<file path="config.mk">
export PLATFORM = sky130hd
export DESIGN_NAME = ga_gen_sched_flat
export DESIGN_NICKNAME = d
export VERILOG_FILES = /design/src/rtl/ga_pkg.sv /design/src/rtl/ga_gen_sched_if.sv /design/src/rtl/ga_best_tracker.sv /design/src/rtl/ga_gen_sched.sv /design/src/flat_wrapper.sv
export SDC_FILE = /design/constraint.sdc
export NUM_CORES = 1
export LEC_CHECK = 0
export CAP_MARGIN = 25
export CORE_MARGIN = 1
export CORE_UTILIZATION = 48
export CTS_BUF_LIST = sky130_fd_sc_hd__clkbuf_8
export DETAILED_ROUTE_END_ITERATION = 10
export PLACE_DENSITY_LB_ADDON = 0.12
export SETUP_SLACK_MARGIN = 0.4
export SLEW_MARGIN = 20
export SYNTH_ARGS = -nofsm -noshare
export SYNTH_HDL_FRONTEND = slang
export SYNTH_HIERARCHICAL = 1
export SYNTH_SLANG_ARGS = --single-unit
</file>
<file path="constraint.sdc">
create_clock -name clk -period 8.6 [get_ports clk]
set_clock_uncertainty 0.2 [all_clocks]
set_input_delay 2.15 -clock clk [delete_from_list [all_inputs] [get_ports clk]]
set_output_delay 2.15 -clock clk [all_outputs]
set_load 0.02 [all_outputs]
</file>
<file path="src/rtl/ga_pkg.sv">
// rtl/ga_pkg.sv - shared constants and enums for the GA generation scheduler
package ga_pkg;

    localparam int GA_CHROM_W = 8;
    localparam int GA_FIT_W   = 27;

    typedef enum logic [1:0] {
        ST_IDLE  = 2'd0,
        ST_RUN   = 2'd1,
        ST_DRAIN = 2'd2,
        ST_DONE  = 2'd3
    } sched_state_t;

    typedef enum logic [2:0] {
        TC_NONE    = 3'd0,
        TC_MAX_GEN = 3'd1,
        TC_STALL   = 3'd2,
        TC_ABORT   = 3'd3,
        TC_TARGET  = 3'd4
    } term_cause_t;

endpackage

</file>
<file path="src/rtl/ga_gen_sched_if.sv">
// rtl/ga_gen_sched_if.sv - evaluated chromosome pair stream into the scheduler
interface ga_gen_sched_if #(
    parameter int CHROM_W = ga_pkg::GA_CHROM_W,
    parameter int FIT_W   = ga_pkg::GA_FIT_W
) ();

    logic                      eval_valid;
    logic [CHROM_W-1:0]        chrom1;
    logic [CHROM_W-1:0]        chrom2;
    logic signed [FIT_W-1:0]   fit1;
    logic signed [FIT_W-1:0]   fit2;

    modport master (
        output eval_valid, chrom1, chrom2, fit1, fit2
    );

    modport slave (
        input eval_valid, chrom1, chrom2, fit1, fit2
    );

endinterface

</file>
<file path="src/rtl/ga_best_tracker.sv">
// rtl/ga_best_tracker.sv - best-so-far compare/register and per-generation improved flag (target compare under GA_TARGET_FIT_EN)
module ga_best_tracker
    import ga_pkg::*;
#(
    parameter int CHROM_W = GA_CHROM_W,
    parameter int FIT_W   = GA_FIT_W
`ifdef GA_TARGET_FIT_EN
    ,
    parameter logic signed [FIT_W-1:0] TARGET_FIT = '0
`endif
) (
    input  logic                    clk,
    input  logic                    reset,
    input  logic                    clear,
    input  logic                    upd_en,
    input  logic                    gen_end,
    input  logic [CHROM_W-1:0]      chrom1,
    input  logic [CHROM_W-1:0]      chrom2,
    input  logic signed [FIT_W-1:0] fit1,
    input  logic signed [FIT_W-1:0] fit2,
    output logic [CHROM_W-1:0]      best,
    output logic signed [FIT_W-1:0] best_fit,
    output logic                    gen_improved,
    output logic                    target_hit
);

    localparam logic signed [FIT_W-1:0] FIT_MIN = {1'b1, {(FIT_W-1){1'b0}}};

    logic [CHROM_W-1:0]      best_q, best_d, cand;
    logic signed [FIT_W-1:0] best_fit_q, best_fit_d, cand_fit;
    logic                    improved_q, improved_d, improve_now;

    // pick the better of the pair (chrom1 wins ties) and test it strictly against the best
    always_comb begin
        if (fit2 > fit1) begin
            cand     = chrom2;
            cand_fit = fit2;
        end else begin
            cand     = chrom1;
            cand_fit = fit1;
        end
        improve_now = upd_en && (cand_fit > best_fit_q);
    end

    // next best value and the improved flag, which is consumed at each generation end
    always_comb begin
        best_d     = best_q;
        best_fit_d = best_fit_q;
        improved_d = improved_q;
        if (clear) begin
            best_d     = '0;
            best_fit_d = FIT_MIN;
            improved_d = 1'b0;
        end else begin
            if (improve_now) begin
                best_d     = cand;
                best_fit_d = cand_fit;
            end
            if (gen_end) begin
                improved_d = 1'b0;
            end else if (improve_now) begin
                improved_d = 1'b1;
            end
        end
    end

    // best registers
    always_ff @(posedge clk or negedge reset) begin
        if (!reset) begin
            best_q     <= '0;
            best_fit_q <= '0;
            improved_q <= 1'b0;
        end else begin
            best_q     <= best_d;
            best_fit_q <= best_fit_d;
            improved_q <= improved_d;
        end
    end

    assign best         = best_q;
    assign best_fit     = best_fit_q;
    // the pair closing a generation counts towards that generation's improvement
    assign gen_improved = improved_q | improve_now;

`ifdef GA_TARGET_FIT_EN
    assign target_hit = improve_now && (cand_fit >= TARGET_FIT);
`else
    assign target_hit = 1'b0;
`endif

endmodule

</file>
<file path="src/rtl/ga_gen_sched.sv">
// rtl/ga_gen_sched.sv - GA generation scheduler: run/drain/done control, termination causes (GA_TARGET_FIT_EN adds target stop)
module ga_gen_sched
    import ga_pkg::*;
#(
    parameter int POP_SIZE     = 16,
    parameter int CHROM_W      = GA_CHROM_W,
    parameter int FIT_W        = GA_FIT_W,
    parameter int MAX_GEN      = 64,
    parameter int STALL_GEN    = 8,
    parameter int DRAIN_CYCLES = 6
`ifdef GA_TARGET_FIT_EN
    ,
    parameter logic signed [FIT_W-1:0] TARGET_FIT = '0
`endif
) (
    input  logic                          clk,
    input  logic                          reset,
    input  logic                          start,
    input  logic                          abort,
    ga_gen_sched_if.slave                 ev,
    output logic                          run_en,
    output logic                          busy,
    output logic                          done,
    output logic [CHROM_W-1:0]            best,
    output logic signed [FIT_W-1:0]       best_fit,
    output logic [$clog2(MAX_GEN+1)-1:0]  gen_count,
    output logic [2:0]                    term_cause
);

    localparam int PAIR_W  = (POP_SIZE / 2 > 1) ? $clog2(POP_SIZE / 2) : 1;
    localparam int GEN_W   = $clog2(MAX_GEN + 1);
    localparam int STALL_W = $clog2(STALL_GEN + 1);
    localparam int DRAIN_W = $clog2(DRAIN_CYCLES + 1);

    localparam logic [PAIR_W-1:0]  PAIR_LAST  = PAIR_W'(POP_SIZE / 2 - 1);
    localparam logic [GEN_W-1:0]   GEN_LIMIT  = GEN_W'(MAX_GEN);
    localparam logic [STALL_W-1:0] STALL_LIM  = STALL_W'(STALL_GEN);
    localparam logic [DRAIN_W-1:0] DRAIN_LAST = DRAIN_W'(DRAIN_CYCLES - 1);

    sched_state_t        state_q, state_d;
    term_cause_t         cause_q, cause_d;
    logic [PAIR_W-1:0]   pair_q, pair_d;
    logic [GEN_W-1:0]    gen_q, gen_d, gen_inc;
    logic [STALL_W-1:0]  stall_q, stall_d, stall_inc;
    logic [DRAIN_W-1:0]  drain_q, drain_d;

    logic clear, upd_en, gen_end, gen_improved, target_hit;
    logic hit_max, hit_stall;

    assign clear     = start && ((state_q == ST_IDLE) || (state_q == ST_DONE));
    assign upd_en    = (state_q == ST_RUN) && ev.eval_valid;
    assign gen_end   = upd_en && (pair_q == PAIR_LAST);
    assign gen_inc   = gen_q + GEN_W'(1);
    assign stall_inc = stall_q + STALL_W'(1);
    assign hit_max   = gen_end && (gen_inc == GEN_LIMIT);
    assign hit_stall = gen_end && !gen_improved && (stall_inc == STALL_LIM);

    ga_best_tracker #(
        .CHROM_W    (CHROM_W),
        .FIT_W      (FIT_W)
`ifdef GA_TARGET_FIT_EN
        ,
        .TARGET_FIT (TARGET_FIT)
`endif
    ) u_best (
        .clk          (clk),
        .reset        (reset),
        .clear        (clear),
        .upd_en       (upd_en),
        .gen_end      (gen_end),
        .chrom1       (ev.chrom1),
        .chrom2       (ev.chrom2),
        .fit1         (ev.fit1),
        .fit2         (ev.fit2),
        .best         (best),
        .best_fit     (best_fit),
        .gen_improved (gen_improved),
        .target_hit   (target_hit)
    );

    // state and counter registers
    always_ff @(posedge clk or negedge reset) begin
        if (!reset) begin
            state_q <= ST_IDLE;
            cause_q <= TC_NONE;
            pair_q  <= '0;
            gen_q   <= '0;
            stall_q <= '0;
            drain_q <= '0;
        end else begin
            state_q <= state_d;
            cause_q <= cause_d;
            pair_q  <= pair_d;
            gen_q   <= gen_d;
            stall_q <= stall_d;
            drain_q <= drain_d;
        end
    end

    // next state, generation bookkeeping and prioritised termination cause
    always_comb begin
        state_d = state_q;
        cause_d = cause_q;
        pair_d  = pair_q;
        gen_d   = gen_q;
        stall_d = stall_q;
        drain_d = drain_q;
        case (state_q)
            ST_IDLE, ST_DONE: begin
                if (start) begin
                    state_d = ST_RUN;
                    cause_d = TC_NONE;
                    pair_d  = '0;
                    gen_d   = '0;
                    stall_d = '0;
                end
            end
            ST_RUN: begin
                if (ev.eval_valid) begin
                    if (pair_q == PAIR_LAST) begin
                        pair_d  = '0;
                        gen_d   = gen_inc;
                        stall_d = gen_improved ? '0 : stall_inc;
                    end else begin
                        pair_d = pair_q + PAIR_W'(1);
                    end
                end
                if (abort || target_hit || hit_max || hit_stall) begin
                    state_d = ST_DRAIN;
                    drain_d = '0;
                    if (abort) begin
                        cause_d = TC_ABORT;
                    end else if (target_hit) begin
                        cause_d = TC_TARGET;
                    end else if (hit_max) begin
                        cause_d = TC_MAX_GEN;
                    end else begin
                        cause_d = TC_STALL;
                    end
                end
            end
            ST_DRAIN: begin
                if (drain_q == DRAIN_LAST) begin
                    state_d = ST_DONE;
                end else begin
                    drain_d = drain_q + DRAIN_W'(1);
                end
            end
            default: begin
                state_d = ST_IDLE;
            end
        endcase
    end

    // status outputs decoded from the state
    always_comb begin
        run_en     = (state_q == ST_RUN);
        busy       = (state_q == ST_RUN) || (state_q == ST_DRAIN);
        done       = (state_q == ST_DONE);
        gen_count  = gen_q;
        term_cause = cause_q;
    end

endmodule
</file>
<file path="src/flat_wrapper.sv">
// flat-port wrapper written by rule: the top's interface ports become plain ports
module ga_gen_sched_flat import ga_pkg::*;
#(
    parameter int POP_SIZE     = 16,
    parameter int CHROM_W      = GA_CHROM_W,
    parameter int FIT_W        = GA_FIT_W,
    parameter int MAX_GEN      = 64,
    parameter int STALL_GEN    = 8,
    parameter int DRAIN_CYCLES = 6

)
  (clk, reset, start, abort, run_en, busy, done, best, best_fit, gen_count, term_cause, ev_eval_valid, ev_chrom1, ev_chrom2, ev_fit1, ev_fit2);
  ga_gen_sched_if #(.CHROM_W(CHROM_W), .FIT_W(FIT_W)) ev_i ();
  input  logic clk;
  input  logic reset;
  input  logic start;
  input  logic abort;
  output logic run_en;
  output logic busy;
  output logic done;
  output logic [CHROM_W-1:0] best;
  output logic signed [FIT_W-1:0] best_fit;
  output logic [$clog2(MAX_GEN+1)-1:0] gen_count;
  output logic [2:0] term_cause;
  input wire logic [$bits(ev_i.eval_valid)-1:0] ev_eval_valid;
  input wire logic [$bits(ev_i.chrom1)-1:0] ev_chrom1;
  input wire logic [$bits(ev_i.chrom2)-1:0] ev_chrom2;
  input wire logic [$bits(ev_i.fit1)-1:0] ev_fit1;
  input wire logic [$bits(ev_i.fit2)-1:0] ev_fit2;
  assign ev_i.eval_valid = ev_eval_valid;
  assign ev_i.chrom1 = ev_chrom1;
  assign ev_i.chrom2 = ev_chrom2;
  assign ev_i.fit1 = ev_fit1;
  assign ev_i.fit2 = ev_fit2;
  ga_gen_sched #(.POP_SIZE(POP_SIZE), .CHROM_W(CHROM_W), .FIT_W(FIT_W), .MAX_GEN(MAX_GEN), .STALL_GEN(STALL_GEN), .DRAIN_CYCLES(DRAIN_CYCLES)) u_core (.clk(clk), .reset(reset), .start(start), .abort(abort), .ev(ev_i), .run_en(run_en), .busy(busy), .done(done), .best(best), .best_fit(best_fit), .gen_count(gen_count), .term_cause(term_cause));
endmodule
</file>
==> impl_metrics.tcl <==
set metrics [dict create \
    outcome "completed" \
    slowest_stage "clkdlybuf4s50_1" \
    wl_met3_microns 457 \
    reg2reg_slack_ps 4940 \
    slew_headroom_pct 32.2 \
    cp_cell_sequence "clkdlybuf4s50_1 > inv_1 > ha_4 > and4_1 > nand4_2 > or3_1 > o221ai_4 > buf_4 > mux2_4 > mux2_4 > ha_1 > nand4_1 > a211oi_1 > a2111o_1 > a211oi_4 > mux2i_2 > nand2b_1 > and4b_1 > nand3_1 > o211ai_1 > buf_4 > or2_2 > a221o_1" \
    wire_per_inst_microns 16.4 \
    syn_area_sq_um 4900 \
    setup_tns_ps 0 \
    crit_path_start_kind "input pin" \
    p_per_area_nw_per_um2 265 \
    cts_root_buf "clkbuf_8" \
    max-cap-violations 0 \
    max_freq_ghz 0.127 \
    grt.total_usage_pct 23.6 \
    route.met2.wl_microns 6550 \
    internal_power_uw 972 \
    rr_endpoint "u_core/drain_q[0]" \
    antenna_left 0 \
    routed_via_density 5.55 \
    avgSynthCellArea_sq_um 9.43 \
    ir_worst_vdd_v 0.000167 \
    syn_inst 519 \
    seqPwrFrac_pct 26.4 \
    crit_arrival_ps 7900 \
    synth_area_leaders "dfrtp_1, ha_1, o21ai_0, mux2_4, inv_1" \
    pre_cts_slack_ps 195 \
    dr_total_vias 4305 \
    grt_overflow_total 0 \
    antenna_found_initial 0 \
    yosysTopAreaCell "dfrtp_1" \
    io_pins 123 \
    ys_types 64 \
    layout.nets 779 \
    routabilityCongestion 0.801 \
    initial_utilization_pct 49.9 \
    whs_endpoint "u_core/term_cause[2]" \
    layout_common_cells "clkdlybuf4s50_1, inv_1, ha_1" \
    p_comb_share_pct 60.6 \
    end_kind "register" \
    synth_top_area_share_pct 29.6 \
    dp_hpwl_microns 9270 \
    final_common_cell "clkdlybuf4s50_1" \
    criticalPathCategory "input pin to register" \
    grt_pass1_vias 4201 \
    syn_nets 659 \
    synth-edff-count 0 \
    maxUsedRoutingLayer "met4" \
    clkLatencyLatePin_ps 340 \
    drv_slew 0 \
    cts.htree.levels 3 \
    antennaDiodeCount 0 \
    setup_viol 0 \
    clkTransAtPathRegs_ps 70 \
    drc 0 \
    finalCritPeriodShare_pct 91.7 \
    ys_seq_area_share_pct 29.6 \
    power.switching_uw 725 \
    rsz0062_at_grt "no" \
    drt_wl_total_microns 12700 \
    synth-main-ff-cell "dfrtp_1" \
    finalCriticalPeriod_ps 7880 \
    wl_met1_microns 5510 \
    cts-buffers-inserted 9 \
    io_buffers 122 \
    min-delay-start "u_core/term_cause[2]" \
    hp-class "register to register" \
    p_total_mw 1.70 \
    cts_tree "built" \
    max_stage_delay_ps 500 \
    fp.dieH_microns 103 \
    drt_iter0_markers 123 \
    die_w_microns 103 \
    final_hold_viol_count 0 \
    drive_gt1_share_pct 11.4 \
    cts_hold_buf 0 \
    grt_pass1_wl_microns 19600 \
    grt_max_degree 59 \
    r2r-start "u_core/u_best/best_fit[2]" \
    synthToLayoutAreaGrowth_pct 31.0 \
    synth_seq_cells 58 \
    worst_pin_slew_ps 1020 \
    final_core_util_pct 65.3 \
    ys.warnings.count 6 \
    setup_ws_ps 716 \
    switching_share_pct 42.7 \
    die_area_sq_um 10600 \
    clockPowerShare_pct 13.0 \
    hold_path_depth 1 \
    worst_r2r_path_depth 14 \
    drtPass1Iterations 4 \
    core_sq_um 9820 \
    crit_path_max_fanout 8 \
    p_leak_nw 2.98 \
    required_ps 8620 \
    async_flop_share_pct 100 \
    clockBufferDepth 2 \
    clock_sinks 58 \
    rows 36 \
]
## synthesized netlist by cell type, types with 3 or more instances
| library cell | instances |
|---|---|
| o21ba_2 | 7 |
| nand2_1 | 29 |
| o21ai_0 | 60 |
| xnor2_1 | 3 |
| mux2_2 | 9 |
| nor2_1 | 14 |
| buf_4 | 3 |
| nand3_1 | 10 |
| and2_1 | 5 |
| nand2b_1 | 4 |
| a21o_1 | 5 |
| o211ai_1 | 5 |
| mux2_4 | 19 |
| o21ba_1 | 18 |
| mux2i_1 | 12 |
| ha_1 | 65 |
| clkbuf_1 | 12 |
| nand4_1 | 11 |
| a22o_1 | 4 |
| a31oi_1 | 4 |
| nor2b_1 | 4 |
| nor3_1 | 5 |
| dfrtp_1 | 58 |
| buf_12 | 4 |
| a211oi_1 | 7 |
| a21oi_1 | 31 |
| inv_1 | 65 |
## power by group through the flow
stage	Sequential, mW	Clock, mW	Combinational [mW]
after floorplan	0.543	0	0.546
after global placement	0.450	0	0.979
after detailed placement	0.452	0	1.00
after CTS	0.448	0.226	1.01
after global routing	0.463	0.234	1.12
final	0.448	0.221	1.03
## cell families after synthesis
group	after synthesis	synth area share [%]
compound gates	161	22.7
xor+xnor	5	0.895
fa+ha+maj	65	16.6
buf+inv	87	8.56
flops	58	29.6
mux	40	10.4
other cells	1	0.0766
simple gates	102	11.2
## worst max-delay path, delay by kind of cell
| family | cells | cell delay, ps |
|---|---|---|
| AO/OA/AOI/OAI | 6 | 1530 |
| adder cells (fa/ha/maj) | 2 | 620 |
| buffers and inverters | 4 | 940 |
| multiplexers | 3 | 810 |
| AND/OR/NAND/NOR | 8 | 1860 |
## layer usage
metal,vias up,GRT usage [%]
li1,2102,-
met1,2103,28.9
met2,84,42.8
met3,16,3.46
met4,0,7.04
met5,-,0
## through the flow
step / hold WS [ps] / cell area (sq um) / instances
2_1_floorplan: 268 / 4900 / 519
3_3_place_gp: 268 / 6140 / 756
3_5_place_dp: 273 / 6140 / 756
4_1_cts: 298 / 6310 / 771
5_1_grt: 311 / 6410 / 776
6_report: 291 / 6410 / 776
## flip-flops by register name, summed over array words and instances (netlist names)
name	cells
u_core/u_best/improved_q	1
u_core/term_cause	3
u_core/drain_q	3
u_core/u_best/best	8
u_core/gen_count	7
u_core/pair_q	3
u_core/u_best/best_fit	27
u_core/stall_q	4
u_core/state_q	2
## area by class of cell
cell class	instances	area [sq um]
clock buffers	10	138
clock inverters	5	31.3
fillers	841	3410
inverters	65	244
multi-input cells	376	3110
flip-flops and latches	58	1450
well taps	133	166
repair buffers	129	1270
## timing repair
| action | CTS | global route |
|---|---|---|
| buffers inserted | 0 | 3 |
| setup endpoints to repair | 0 | 7 |
| resized for setup | 0 | 7 |
## how the worst max path moves through the flow
stage                      from           endpoint  cells after the start
floorplan           ev_fit1[26]  u_core/drain_q[0]                     22
global placement    ev_fit1[26]  u_core/drain_q[0]                     22
finish              ev_fit1[26]  u_core/drain_q[0]                     23
CTS                 ev_fit1[26]  u_core/drain_q[0]                     22
detailed placement  ev_fit1[26]  u_core/drain_q[0]                     22
global route        ev_fit1[26]  u_core/state_q[1]                     23
(Power assumes the default switching activity.)
